<file path="config.mk">
export PLATFORM = sky130hd
export DESIGN_NAME = ray_setup_unit
export DESIGN_NICKNAME = d
export VERILOG_FILES = /design/src/rtl/ray_setup_unit.sv
export SDC_FILE = /design/constraint.sdc
export NUM_CORES = 2
export LEC_CHECK = 0
export CAP_MARGIN = 0
export CORE_MARGIN = 4
export CORE_UTILIZATION = 50
export CTS_BUF_LIST = sky130_fd_sc_hd__clkbuf_4
export DETAILED_ROUTE_END_ITERATION = 12
export PLACE_DENSITY = 0.76
export SLEW_MARGIN = 5
export SYNTH_ARGS = -nofsm -noshare
export SYNTH_HDL_FRONTEND = slang
export SYNTH_SLANG_ARGS = --single-unit
</file>
<file path="constraint.sdc">
create_clock -name pixel_clk_in -period 19.4 [get_ports pixel_clk_in]
set_input_delay 3.88 -clock pixel_clk_in [delete_from_list [all_inputs] [get_ports pixel_clk_in]]
set_output_delay 3.88 -clock pixel_clk_in [all_outputs]
set_load 0.05 [all_outputs]
</file>
<file path="src/rtl/ray_setup_unit.sv">
// ray_setup_unit: per-column DDA ray setup (cameraX, ray direction, delta and side distances).
// Optional map cell outputs map_x_out/map_y_out are enabled by defining RAY_SETUP_MAP_INDEX_EN.
module ray_setup_unit #(
  parameter int WIDTH        = 16,
  parameter int FBITS        = 8,
  parameter int SCREEN_WIDTH = 320,
  parameter int HCOUNT_W     = 9
) (
  input  logic                pixel_clk_in,
  input  logic                rst_in,
  input  logic                valid_in,
  output logic                ready_out,
  input  logic [HCOUNT_W-1:0] hcount_in,
  input  logic [WIDTH-1:0]    pos_x_in,
  input  logic [WIDTH-1:0]    pos_y_in,
  input  logic [WIDTH-1:0]    dir_x_in,
  input  logic [WIDTH-1:0]    dir_y_in,
  input  logic [WIDTH-1:0]    plane_x_in,
  input  logic [WIDTH-1:0]    plane_y_in,
  output logic                valid_out,
  input  logic                ready_in,
  output logic [WIDTH-1:0]    ray_dir_x_out,
  output logic [WIDTH-1:0]    ray_dir_y_out,
  output logic                step_x_out,
  output logic                step_y_out,
  output logic [WIDTH-1:0]    delta_dist_x_out,
  output logic [WIDTH-1:0]    delta_dist_y_out,
  output logic [WIDTH-1:0]    side_dist_x_out,
  output logic [WIDTH-1:0]    side_dist_y_out,
  output logic [HCOUNT_W-1:0] hcount_out
`ifdef RAY_SETUP_MAP_INDEX_EN
  ,
  output logic [WIDTH-FBITS-1:0] map_x_out,
  output logic [WIDTH-FBITS-1:0] map_y_out
`endif
);

  // state | meaning
  // IDLE  | waiting for a column request, ready_out=1
  // CAM   | cameraX from hcount
  // RAY   | ray direction, step signs, divisor load
  // DIV   | serial reciprocal, one quotient bit per cycle
  // SIDE  | delta saturation and initial side distances
  // DONE  | results valid until downstream takes them
  typedef enum logic [2:0] {IDLE, CAM, RAY, DIV, SIDE, DONE} state_t;

  localparam int DIV_CYCLES = 2*FBITS + 1;
  localparam int CNT_W      = $clog2(DIV_CYCLES);
  localparam int CAM_K      = (2 << (2*FBITS)) / SCREEN_WIDTH;
  localparam int PW         = 2*WIDTH + 1;
  localparam int PW2        = 2*WIDTH;
  localparam logic [WIDTH-1:0]     ONE_W = WIDTH'(1 << FBITS);
  localparam logic signed [PW-1:0] S_MAX = {{(PW-WIDTH+1){1'b0}}, {(WIDTH-1){1'b1}}};
  localparam logic signed [PW-1:0] S_MIN = ~S_MAX;
  localparam logic [PW-1:0]        U_MAX = {{(PW-WIDTH){1'b0}}, {WIDTH{1'b1}}};

  state_t state, next_state;

  logic [HCOUNT_W-1:0]     hcount_q;
  logic [FBITS-1:0]        frac_x_q, frac_y_q;
  logic [WIDTH-1:0]        dir_x_q, dir_y_q, plane_x_q, plane_y_q;
  logic signed [WIDTH-1:0] cam_x;
  logic [WIDTH-1:0]        dvs_x, dvs_y, rem_x, rem_y;
  logic [DIV_CYCLES-1:0]   quot_x, quot_y;
  logic [CNT_W-1:0]        div_cnt;

  function automatic logic [WIDTH-1:0] sat_s(input logic signed [PW-1:0] v);
    if (v > S_MAX)      return S_MAX[WIDTH-1:0];
    else if (v < S_MIN) return S_MIN[WIDTH-1:0];
    else                return v[WIDTH-1:0];
  endfunction

  function automatic logic [WIDTH-1:0] sat_u(input logic [PW-1:0] v);
    return (v > U_MAX) ? {WIDTH{1'b1}} : v[WIDTH-1:0];
  endfunction

  logic [PW-1:0]            cam_prod;
  logic signed [PW2-1:0]    prod_x, prod_y;
  logic signed [PW-1:0]     sum_x, sum_y;
  logic [WIDTH-1:0]         ray_x, ray_y;
  logic                     bit_in;
  logic [WIDTH:0]           rsh_x, rsh_y;
  logic                     ge_x, ge_y;
  logic [WIDTH-1:0]         delta_x, delta_y;
  logic [FBITS:0]           dist_x, dist_y;
  logic [PW-1:0]            sprod_x, sprod_y;

  always_comb begin
    cam_prod = PW'(hcount_q) * PW'(CAM_K);
    prod_x   = PW2'($signed(plane_x_q)) * PW2'(cam_x);
    prod_y   = PW2'($signed(plane_y_q)) * PW2'(cam_x);
    sum_x    = PW'(prod_x >>> FBITS) + PW'($signed(dir_x_q));
    sum_y    = PW'(prod_y >>> FBITS) + PW'($signed(dir_y_q));
    ray_x    = sat_s(sum_x);
    ray_y    = sat_s(sum_y);
    // The dividend is 1<<(2*FBITS): only its first (MSB) bit is set.
    bit_in   = (div_cnt == CNT_W'(DIV_CYCLES-1));
    rsh_x    = {rem_x, bit_in};
    rsh_y    = {rem_y, bit_in};
    ge_x     = (rsh_x >= {1'b0, dvs_x});
    ge_y     = (rsh_y >= {1'b0, dvs_y});
    delta_x  = (dvs_x == '0) ? {WIDTH{1'b1}} : sat_u(PW'(quot_x));
    delta_y  = (dvs_y == '0) ? {WIDTH{1'b1}} : sat_u(PW'(quot_y));
    dist_x   = step_x_out ? ({1'b1, {FBITS{1'b0}}} - {1'b0, frac_x_q}) : {1'b0, frac_x_q};
    dist_y   = step_y_out ? ({1'b1, {FBITS{1'b0}}} - {1'b0, frac_y_q}) : {1'b0, frac_y_q};
    sprod_x  = PW'(dist_x) * PW'(delta_x);
    sprod_y  = PW'(dist_y) * PW'(delta_y);
  end

  always_ff @(posedge pixel_clk_in) begin
    if (!rst_in) state <= IDLE;
    else         state <= next_state;
  end

  always_comb begin
    next_state = state;
    ready_out  = 1'b0;
    valid_out  = 1'b0;
    case (state)
      IDLE: begin
        ready_out = 1'b1;
        if (valid_in) next_state = CAM;
      end
      CAM:  next_state = RAY;
      RAY:  next_state = DIV;
      DIV:  if (div_cnt == '0) next_state = SIDE;
      SIDE: next_state = DONE;
      DONE: begin
        valid_out = 1'b1;
        if (ready_in) next_state = IDLE;
      end
      default: next_state = IDLE;
    endcase
  end

  always_ff @(posedge pixel_clk_in) begin
    if (!rst_in) begin
      hcount_q <= '0; frac_x_q <= '0; frac_y_q <= '0;
      dir_x_q <= '0; dir_y_q <= '0; plane_x_q <= '0; plane_y_q <= '0;
      cam_x <= '0; dvs_x <= '0; dvs_y <= '0; rem_x <= '0; rem_y <= '0;
      quot_x <= '0; quot_y <= '0; div_cnt <= '0;
      ray_dir_x_out <= '0; ray_dir_y_out <= '0; step_x_out <= 1'b0; step_y_out <= 1'b0;
      delta_dist_x_out <= '0; delta_dist_y_out <= '0;
      side_dist_x_out <= '0; side_dist_y_out <= '0; hcount_out <= '0;
`ifdef RAY_SETUP_MAP_INDEX_EN
      map_x_out <= '0; map_y_out <= '0;
`endif
    end else begin
      case (state)
        IDLE: if (valid_in) begin
          hcount_q  <= hcount_in;
          frac_x_q  <= pos_x_in[FBITS-1:0];
          frac_y_q  <= pos_y_in[FBITS-1:0];
          dir_x_q   <= dir_x_in;   dir_y_q   <= dir_y_in;
          plane_x_q <= plane_x_in; plane_y_q <= plane_y_in;
`ifdef RAY_SETUP_MAP_INDEX_EN
          map_x_out <= pos_x_in[WIDTH-1:FBITS];
          map_y_out <= pos_y_in[WIDTH-1:FBITS];
`endif
        end
        CAM: cam_x <= WIDTH'(cam_prod >> FBITS) - ONE_W;
        RAY: begin
          ray_dir_x_out <= ray_x;
          ray_dir_y_out <= ray_y;
          step_x_out    <= ~ray_x[WIDTH-1];
          step_y_out    <= ~ray_y[WIDTH-1];
          dvs_x   <= ray_x[WIDTH-1] ? -ray_x : ray_x;
          dvs_y   <= ray_y[WIDTH-1] ? -ray_y : ray_y;
          rem_x   <= '0; rem_y  <= '0;
          quot_x  <= '0; quot_y <= '0;
          div_cnt <= CNT_W'(DIV_CYCLES-1);
        end
        DIV: begin
          rem_x  <= ge_x ? WIDTH'(rsh_x - {1'b0, dvs_x}) : WIDTH'(rsh_x);
          rem_y  <= ge_y ? WIDTH'(rsh_y - {1'b0, dvs_y}) : WIDTH'(rsh_y);
          quot_x <= {quot_x[DIV_CYCLES-2:0], ge_x};
          quot_y <= {quot_y[DIV_CYCLES-2:0], ge_y};
          if (div_cnt != '0) div_cnt <= div_cnt - CNT_W'(1);
        end
        SIDE: begin
          delta_dist_x_out <= delta_x;
          delta_dist_y_out <= delta_y;
          side_dist_x_out  <= sat_u(sprod_x >> FBITS);
          side_dist_y_out  <= sat_u(sprod_y >> FBITS);
          hcount_out       <= hcount_q;
        end
        default: ;
      endcase
    end
  end

`ifndef RAY_SETUP_MAP_INDEX_EN
  // Map cell bits of the position are consumed by the DDA stage in this build.
  logic unused_pos_int;
  assign unused_pos_int = &{1'b0, pos_x_in[WIDTH-1:FBITS], pos_y_in[WIDTH-1:FBITS]};
`endif

endmodule

</file>
==> metrics <==
status complete, no violations; core area ~0.074 mm²; WL per Instance roughly 17 µm; slew margin rel. 14.5%; first-pass GRT wire length 162000 µm; Gate power share approximately three quarters; met3 usage under 10%; Max IR drop VDD between 100 and 150 µV; GRT Total Usage roughly 25%; Yosys warning total 0; Leak Pwr 19.2 nW; syn_area_per_cell 8.34 µm²; Period minus WS final around 11 ns; CP max stage cell dfxtp_1; Worst Max-Slew Pin Slew 1.27 ns; Synth area leaders fa_1 (28%), dfxtp_1 (17%), ha_1 (11%); Crit. End Element register; Main synth FF type dfxtp_1; clock power share approximately a tenth; fraction of registers with async set/reset 0%; initial core utilization 50.5%; hpwl dp about 74000 µm; CTS tree done; Sum Neg Setup Slack 0 ns; Switch Pwr roughly 3 mW; WS Path Type register to register; Arr. time, crit path 11.68 ns; Synth-to-Final Area Change 9.80%; Fin Hold WS approximately 0.45 ns; Yosys top cell by area fa_1; internal power between 2 and 2.5 mW; slowest stage delay, CP just over 0.6 ns; Detailed Route Iter0 Violations about 1900; sequential power share 15.5%; post-detailed-route count of antenna-violating nets 0; CTS Sinks roughly 310; global-route met1 utilization about a third; GR Util met2 between 40% and 50%; number of synthesized flops with an enable pin 0; Power Dens Cells 133 mW/mm²; switching part of the total 55.2%; Mapped Cells roughly 4500; Worst Path Max Fanout 16; sequential element share of the synthesized area 16.6%; Hold Vio Cnt, Final 0; deepest level of the CTS H-tree 3; Clock Latency Late Sink ~0.9 ns; total CTS buffers slightly below 90; post-synthesis register bit count between 300 and 400; CTS resizes 0; Tcrit/Tclk final between 50% and 60%; clk root buf clkbuf_4; Hold Crit Class register to register; Critical Path RT 20.19 ns; post-synth top area share 28.4%; max-cap violation count 0; Vias/cell ~5.5; number of detailed-route iterations in the first pass 6; # setup viols final 0; clock skew 0.109 ns; DRC 0; initial antenna violation count 2; NumNets Final about 5600; Bufs on Longest Clock Path 3; CP Launch Type register; # hold bufs at CTS 0; post-synth design cell area between 0.03 and 0.04 mm²; busiest metal layer after global routing met2; via count 30900; share of cells above drive strength 1 5.52%; gr ovfl total 0; Die H 282 µm; PortBufs ~200; I/O Pins ~220; max-slew violations 0; Max Clk Rate around 90 MHz; Reg clk slew, reported paths around 0.060 ns; Yosys cell types a little under 100; RSZ-0062 raised after global routing false; count leader, synth nand2_1; Total Die Area ~0.08 mm²; vias in the first global route between 30000 and 40000; # rows 100; Synth top cells by count nand2_1 (726), inv_1 (632), fa_1 (533); routed wire length 96300 µm; gpl congestion between 0.9 and 1; syn_nets 5465; largest net degree at the start of global routing 105; Setup Fix Bufs, Post-CTS 0; die width ~280 µm
cells in the final DEF, fill, tap and decap left out, drive strengths merged, types with 41 or more instances in the layout:
| cell | synthesis | layout |
|---|---|---|
| nor3 | 41 | 41 |
| clkdlybuf4s50 | 0 | 200 |
| nand3 | 62 | 62 |
| a21oi | 311 | 311 |
| ha | 317 | 317 |
| and2 | 160 | 160 |
| nand2 | 728 | 728 |
| a211oi | 53 | 53 |
| fa | 533 | 533 |
| xnor2 | 111 | 111 |
| xor2 | 58 | 58 |
| nor2 | 319 | 319 |
| clkbuf | 225 | 107 |
| inv | 632 | 636 |
| buf | 13 | 44 |
| o21ai | 157 | 157 |
| dfxtp | 311 | 311 |
routing by layer:
metal	vias up	routed length (µm)	part of all wire (%)
li1	14700	-	-
met1	15000	40400	42
met2	1031	43900	46
met3	210	8320	8.6
met4	0	3670	3.8
met5	-	0	0
cell families (layout without fill, tap and decap cells):
family | count (synthesis) | in the layout | synth area share (%)
DFF | 311 | 311 | 16.6
and+or+nand+nor | 1514 | 1514 | 18.3
muxes | 22 | 22 | 0.602
adders and majority gates | 850 | 850 | 38.9
xor gates and xnor gates | 169 | 169 | 4.00
other | 0 | 1 | 0
buffers and inverters | 872 | 1021 | 8.76
AOI/OAI and AO/OA | 768 | 768 | 12.9
critical path, delay by kind of cell (launching register included):
family	cells	cell delay, ns
AO/OA/AOI/OAI	13	2.78
flip-flops	1	0.62
adder cells (fa/ha/maj)	8	3.27
buffers and inverters	5	1.21
AND/OR/NAND/NOR	11	2.99
through the flow:
stage	std cells	utilization [%]	setup WS, ns	area, µm²	total power [mW]
detailed placement	5481	54.1	8.54	40300	4.84
global placement	5481	54.1	8.60	40300	4.77
CTS	5624	55.4	8.50	41300	5.47
global route	5625	55.5	7.79	41300	6.03
finish	5625	55.5	8.51	41300	5.48
floorplan	4506	-	10.33	37600	3.85
flip-flops by register name (all words and copies together), names as in the netlist, 11 cells and up:
| signal | flops |
|---|---|
| ray_dir_y_out | 16 |
| ray_dir_x_out | 16 |
| side_dist_x_out | 16 |
| rem_y | 16 |
| plane_y_q | 16 |
| delta_dist_x_out | 16 |
| quot_y | 17 |
| quot_x | 17 |
| cam_x | 11 |
| dir_y_q | 16 |
| rem_x | 16 |
| side_dist_y_out | 16 |
| delta_dist_y_out | 16 |
| plane_x_q | 16 |
| dir_x_q | 16 |
| dvs_x | 15 |
| dvs_y | 15 |
cell type report:
cell class / count / area [µm²]
sequential: 311 / 6230
antenna: 1 / 2.50
inverter: 634 / 2380
timing repair buffer: 244 / 2330
clock inverter: 36 / 195
tap: 969 / 1210
multi-input combinational: 3323 / 28100
clock buffer: 107 / 803
fill: 6654 / 33200
worst paths after layout:
path / slack [ns] / startpoint / cells past startpoint / endpoint
setup / recovery: 8.51 / cam_x[10]$_SDFFE_PN0P_ / 37 / dvs_y[12]$_SDFFE_PN0P_
hold / removal: 0.45 / cam_x[5]$_SDFFE_PN0P_ / 2 / cam_x[5]$_SDFFE_PN0P_
setup reg to reg: 8.51 / cam_x[10]$_SDFFE_PN0P_ / 37 / dvs_y[12]$_SDFFE_PN0P_
hold reg to reg: 0.45 / cam_x[5]$_SDFFE_PN0P_ / 2 / cam_x[5]$_SDFFE_PN0P_
power groups by stage:
stage	Sequential, mW	Combinational [mW]	Clock, mW
final	0.850	4.05	0.580
after global routing	0.863	4.53	0.636
after CTS	0.849	4.02	0.605
after detailed placement	0.861	3.98	0
after global placement	0.859	3.92	0
after floorplan	0.939	2.91	0
Note: power is estimated with default switching activity, not from simulation.
